**config.mk**
```make
export PLATFORM = sky130hd
export DESIGN_NAME = cache_fill_ctrl
export DESIGN_NICKNAME = d
export VERILOG_FILES = /design/src/rtl/cache_fill_ctrl.sv
export SDC_FILE = /design/constraint.sdc
export NUM_CORES = 1
export LEC_CHECK = 0
export ABC_CLOCK_PERIOD_IN_PS = 2900
export CAP_MARGIN = 15
export CORE_ASPECT_RATIO = 1.5
export CORE_UTILIZATION = 65
export DETAILED_ROUTE_END_ITERATION = 8
export DONT_BUFFER_PORTS = 1
export PLACE_DENSITY = 0.81
export SETUP_SLACK_MARGIN = 0.15
export SYNTH_ARGS = -nofsm -noshare
export SYNTH_HDL_FRONTEND = slang
export SYNTH_SLANG_ARGS = --single-unit
```
**constraint.sdc**
```tcl
create_clock -name clk -period 2.9 [get_ports clk]
set_input_delay 0.725 -clock clk [delete_from_list [all_inputs] [get_ports clk]]
set_output_delay 0.725 -clock clk [all_outputs]
set_load 0.01 [all_outputs]
```
**src/rtl/cache_fill_ctrl.sv**
```systemverilog
// Block-fill controller: arbitrates cache miss sources and issues one word read per cycle.
// It steers the returning words into the granted cache, then writes that cache's tag/valid once.
module cache_fill_ctrl #(
    parameter int ADDR_W          = 16,
    parameter int WORD_BYTES      = 2,
    parameter int WORDS_PER_BLOCK = 8,
    parameter int NUM_REQ         = 2,
    parameter int CWF             = 0
) (
    input  logic                               clk,
    input  logic                               rst,
    input  logic [NUM_REQ-1:0]                 miss_req,
    input  logic [NUM_REQ*ADDR_W-1:0]          miss_addr,
    output logic                               mem_rd_en,
    output logic [ADDR_W-1:0]                  mem_addr,
    input  logic                               mem_data_valid,
    output logic [NUM_REQ-1:0]                 fill_data_wen,
    output logic [$clog2(WORDS_PER_BLOCK)-1:0] fill_word_idx,
    output logic [NUM_REQ-1:0]                 fill_tag_wen,
    output logic [NUM_REQ-1:0]                 grant,
    output logic                               busy
);

    localparam int IDX_W   = $clog2(WORDS_PER_BLOCK);
    localparam int CNT_W   = IDX_W + 1;
    localparam int BYTE_SH = $clog2(WORD_BYTES);
    localparam logic [CNT_W-1:0]  FULL     = CNT_W'(WORDS_PER_BLOCK);
    localparam logic [CNT_W-1:0]  LAST     = CNT_W'(WORDS_PER_BLOCK - 1);
    localparam logic [ADDR_W-1:0] BLK_MASK = ADDR_W'(WORDS_PER_BLOCK * WORD_BYTES - 1);

    typedef enum logic [1:0] {IDLE, ISSUE, DRAIN, TAG} state_t;

    state_t              state_q, state_d;
    logic [NUM_REQ-1:0]  grant_q, grant_d;
    logic [ADDR_W-1:0]   base_q, base_d;
    logic [IDX_W-1:0]    start_q, start_d;
    logic [CNT_W-1:0]    iss_cnt_q, iss_cnt_d;
    logic [CNT_W-1:0]    ret_cnt_q, ret_cnt_d;

    logic [NUM_REQ-1:0]  win_oh;
    logic [ADDR_W-1:0]   win_addr;
    logic [IDX_W-1:0]    iss_word;
    logic [IDX_W-1:0]    ret_word;

    // Fixed priority: the highest-indexed requester seen last in the scan wins.
    always_comb begin
        win_oh   = '0;
        win_addr = '0;
        for (int i = 0; i < NUM_REQ; i++) begin
            if (miss_req[i]) begin
                win_oh    = '0;
                win_oh[i] = 1'b1;
                win_addr  = miss_addr[i*ADDR_W +: ADDR_W];
            end
        end
    end

    // IDX_W-bit sums wrap inside the block, so the tag bits of base_q are never disturbed.
    assign iss_word = start_q + iss_cnt_q[IDX_W-1:0];
    assign ret_word = start_q + ret_cnt_q[IDX_W-1:0];

    always_comb begin
        state_d       = state_q;
        grant_d       = grant_q;
        base_d        = base_q;
        start_d       = start_q;
        iss_cnt_d     = iss_cnt_q;
        ret_cnt_d     = ret_cnt_q;
        mem_rd_en     = 1'b0;
        mem_addr      = '0;
        fill_data_wen = '0;
        fill_word_idx = '0;
        fill_tag_wen  = '0;

        case (state_q)
            IDLE: begin
                if (|miss_req) begin
                    grant_d   = win_oh;
                    base_d    = win_addr & ~BLK_MASK;
                    start_d   = (CWF != 0) ? IDX_W'(win_addr >> BYTE_SH) : '0;
                    iss_cnt_d = '0;
                    ret_cnt_d = '0;
                    state_d   = ISSUE;
                end
            end
            ISSUE, DRAIN: begin
                // Returns can overlap issue, so they are counted in both states.
                if (mem_data_valid && (ret_cnt_q != FULL)) begin
                    fill_data_wen = grant_q;
                    fill_word_idx = ret_word;
                    ret_cnt_d     = ret_cnt_q + 1'b1;
                end
                if (state_q == ISSUE) begin
                    mem_rd_en = 1'b1;
                    mem_addr  = base_q | (ADDR_W'(iss_word) << BYTE_SH);
                    iss_cnt_d = iss_cnt_q + 1'b1;
                    if (iss_cnt_q == LAST)
                        state_d = (ret_cnt_d == FULL) ? TAG : DRAIN;
                end else if (ret_cnt_d == FULL) begin
                    state_d = TAG;
                end
            end
            TAG: begin
                fill_tag_wen = grant_q;
                grant_d      = '0;
                state_d      = IDLE;
            end
            default: state_d = IDLE;
        endcase
    end

    always_ff @(posedge clk or negedge rst) begin
        if (!rst) begin
            state_q   <= IDLE;
            grant_q   <= '0;
            base_q    <= '0;
            start_q   <= '0;
            iss_cnt_q <= '0;
            ret_cnt_q <= '0;
        end else begin
            state_q   <= state_d;
            grant_q   <= grant_d;
            base_q    <= base_d;
            start_q   <= start_d;
            iss_cnt_q <= iss_cnt_d;
            ret_cnt_q <= ret_cnt_d;
        end
    end

    assign grant = grant_q;
    assign busy  = (state_q != IDLE);

endmodule

```
==> key figures <==
Status
  – Outcome: finished clean

Yosys
  – Top cells by area, synth: dfrtp_1 38%, and2_1 7.2%, ha_1 5.6%, o22ai_1 5.6%, or3_1 4.8%
  – Yosys cell types: 40
  – Top_reg_cell synth: dfrtp_1
  – Share of the synthesized area in the top cell type: 38.2%
  – Number of synthesized register bits: 24
  – Post-synth ARST share: 100%
  – Mapped Area: 0.00157 mm²
  – Warnings from Yosys: 0
  – Cells after synthesis: 180
  – Syn_nets: 224
  – Synthesized area per cell: 8.74 µm²
  – Sequential fraction of the synthesis area: 38.2%
  – Dominant cell type by area after synthesis: dfrtp_1
  – EDFF count, synth: 0

Finish
  – Nets@finish: 219
  – Fraction of layout cells with a size suffix above 1: 5.17%
  – Area of the multi-input gates: 868 µm²
  – Layout fillers: 187
  – Commonest non-fill, non-tap cell in the layout: dfrtp_1
  – Register area: 601 µm²
  – Design Area, Final: 0.00159 mm²
  – Synthesis-to-layout area growth: 0.875%
  – Ant diodes: 0
  – Fin cells: 197
  – Most frequent cells in the layout: 24 x dfrtp_1, 18 x and2_1, 14 x o22ai_1, 14 x a21oi_1, 12 x or3_1

Worst setup path
  – Crit end category: output pin
  – Type of origin of the critical path: flip-flop
  – Class of the most critical setup path: flip-flop to output pin
  – CP peak stage delay: 0.45 ns
  – Required @ worst endpoint: 2.17 ns
  – CP Data Arrival Time: 1.85 ns
  – Crit path cell chain: inv_1 > ha_1 > and3b_1 > nor2_1 > ha_1 > and2_1
  – Most used cell, CP: ha_1
  – Slowest CP cell: dfrtp_1
  – Worst-path fanout max: 5

Routing
  – Vias per inst: 6.84
  – Final ANT Viol Nets: 0
  – DRT Pass-1 Iters: 4
  – Initial DRC count: 30
  – Overall via count from detail_route: 1347
  – Routed WL: 3500 µm
  – Wire per inst: 17.8 µm
  – DRC Markers: 0

Timing
  – Fin Setup TNS: 0 ns
  – RSZ-0062 raised after global routing: no
  – Final hold violation count: 0
  – Max_slew headroom: 65.7%
  – Worst-Margin Slew: 0.514 ns
  – F_max: 389 MHz
  – Min Hold Slack: 0.0746 ns
  – Final Cycle Share: 88.6%
  – Crit path time final: 2.57 ns
  – Slew Limit Fails: 0
  – Layout Skew: 0.00702 ns
  – Final setup viols: 0

Clock tree
  – Cts hold-fix bufs: 0
  – Clk buf depth: 2
  – # resized after CTS: 0
  – Worst-Skew Late Latency: 0.32 ns
  – CTS H-tree depth: 1
  – CTS clk-pin slew, worst paths: 0.13 ns
  – Post-CTS setup buffer count: 0
  – Sink Count: 24
  – Cts bufs inserted: 3
  – CTS tree: built
  – CTS Root Cell: clkbuf_4

Placement
  – I/O Buffers: 0
  – Post-placement cell area: 0.00155 mm²
  – Dpl cells: 193
  – Hpwl dp: 2540 µm
  – Final Wtd Congestion: 0.822

Power
  – Peak supply drop: 0.000741 V
  – Pwr Total: 0.00184 W
  – Pwr per Cell Area: 1160 mW/mm²
  – Leak: 0.690 nW

Die
  – Num rows: 21
  – Die Ht: 62.2 µm
  – Num ports: 64
  – Die W: 42.2 µm
  – Initial core utilization: 69.6%
  – CORE AREA: 0.00226 mm²
  – Total Die Area: 0.00262 mm²

GRT
  – Vias in the first global route: 1298
  – Initial antenna violation count: 0
  – Tot GR Track Use: 27.3%
  – Global-route wire length before repair: 5640 µm
  – Largest net degree at the start of global routing: 25
  – Total grt overflow: 0

Job
  – Total of max-cap violations: 0

Worst hold path
  – Min-Delay Path Class: input pin to asynchronous set/reset pin
[per-layer routing]
layer	GRT usage, %	share of wire, %
met5	0	0
met4	12.1	2.1
met1	32.5	41
met3	2.91	5.0
met2	48.3	52
[cells by family after synthesis]
kind of cell	after synthesis	synth area share (%)
flops	24	38.2
mux	1	0.636
simple gates	60	22.4
compound gates	64	25.9
other cells	1	0.238
fa+ha+maj	7	5.57
buf+inv	22	6.60
xor+xnor	1	0.557
[report_power, final]
part	leakage (nW)	internal, W	switching (W)	total (W)
sequential	0.295	0.000494	0.000149	0.000643
clock	0.0210	0.0000768	0.000100	0.000177
combinational	0.374	0.000414	0.000607	0.00102
total	0.690	0.000985	0.000856	0.00184
[worst paths after layout]
kind / startpoint / end / slack, ns / depth (start not counted)
min reg2reg: iss_cnt_q[3]$_DFFE_PN0P_ / iss_cnt_q[3]$_DFFE_PN0P_ / 0.55 / 2
min: rst / base_q[7]$_DFFE_PN0P_ / 0.07 / 0
max: ret_cnt_q[1]$_DFFE_PN0P_ / fill_word_idx[0] / 0.33 / 6
max in group asynchronous: rst / iss_cnt_q[0]$_DFFE_PN0P_ / 2.74 / 0
max reg2reg: ret_cnt_q[1]$_DFFE_PN0P_ / state_q[0]$_DFFE_PN0P_ / 0.77 / 8
min in group clk: miss_req[1] / grant[0]$_DFFE_PN0P_ / 0.49 / 1
[Yosys cell counts, types with 2 or more instances]
master / instances
or3_1: 12
o21ai_1: 11
a22o_1: 2
dfrtp_1: 24
buf_6: 2
a21oi_1: 14
buf_2: 2
a31oi_1: 2
o21ai_0: 6
clkbuf_1: 7
ha_1: 7
and2_1: 18
and3_1: 2
o22ai_1: 14
nor2_1: 5
nand4_1: 3
a21o_1: 3
a21boi_0: 2
a32o_1: 2
inv_1: 9
o221ai_1: 2
nand2b_1: 2
nand2_1: 11
nor3_1: 2
[layout make-up]
class | instances | share of cell area (%)
tap | 23 | 1.81
inverter | 10 | 2.37
sequential | 24 | 37.9
multi-input combinational | 134 | 54.7
clock buffer | 4 | 2.29
timing repair buffer | 2 | 0.946
[registers in the layout (all words and copies together) (netlist names)]
| register | cells |
|---|---|
| base_q | 12 |
| iss_cnt_q | 4 |
| ret_cnt_q | 4 |
| grant | 2 |
| state_q | 2 |
[stage by stage]
| stage | setup WS, ns | utilization [%] |
|---|---|---|
| after floorplan | 0.855 | - |
| after global placement | 0.750 | 68.6 |
| after detailed placement | 0.700 | 68.6 |
| after CTS | 0.326 | 70.2 |
| after global routing | 0.216 | 70.2 |
| final | 0.330 | 70.2 |
[critical path: cells and delay by family, from the launching register on]
kind	cells	cell delay, ns
fa+ha+maj	2	0.40
flops	1	0.45
simple gates	3	0.59
buf+inv	1	0.09
(Power assumes the default switching activity.)
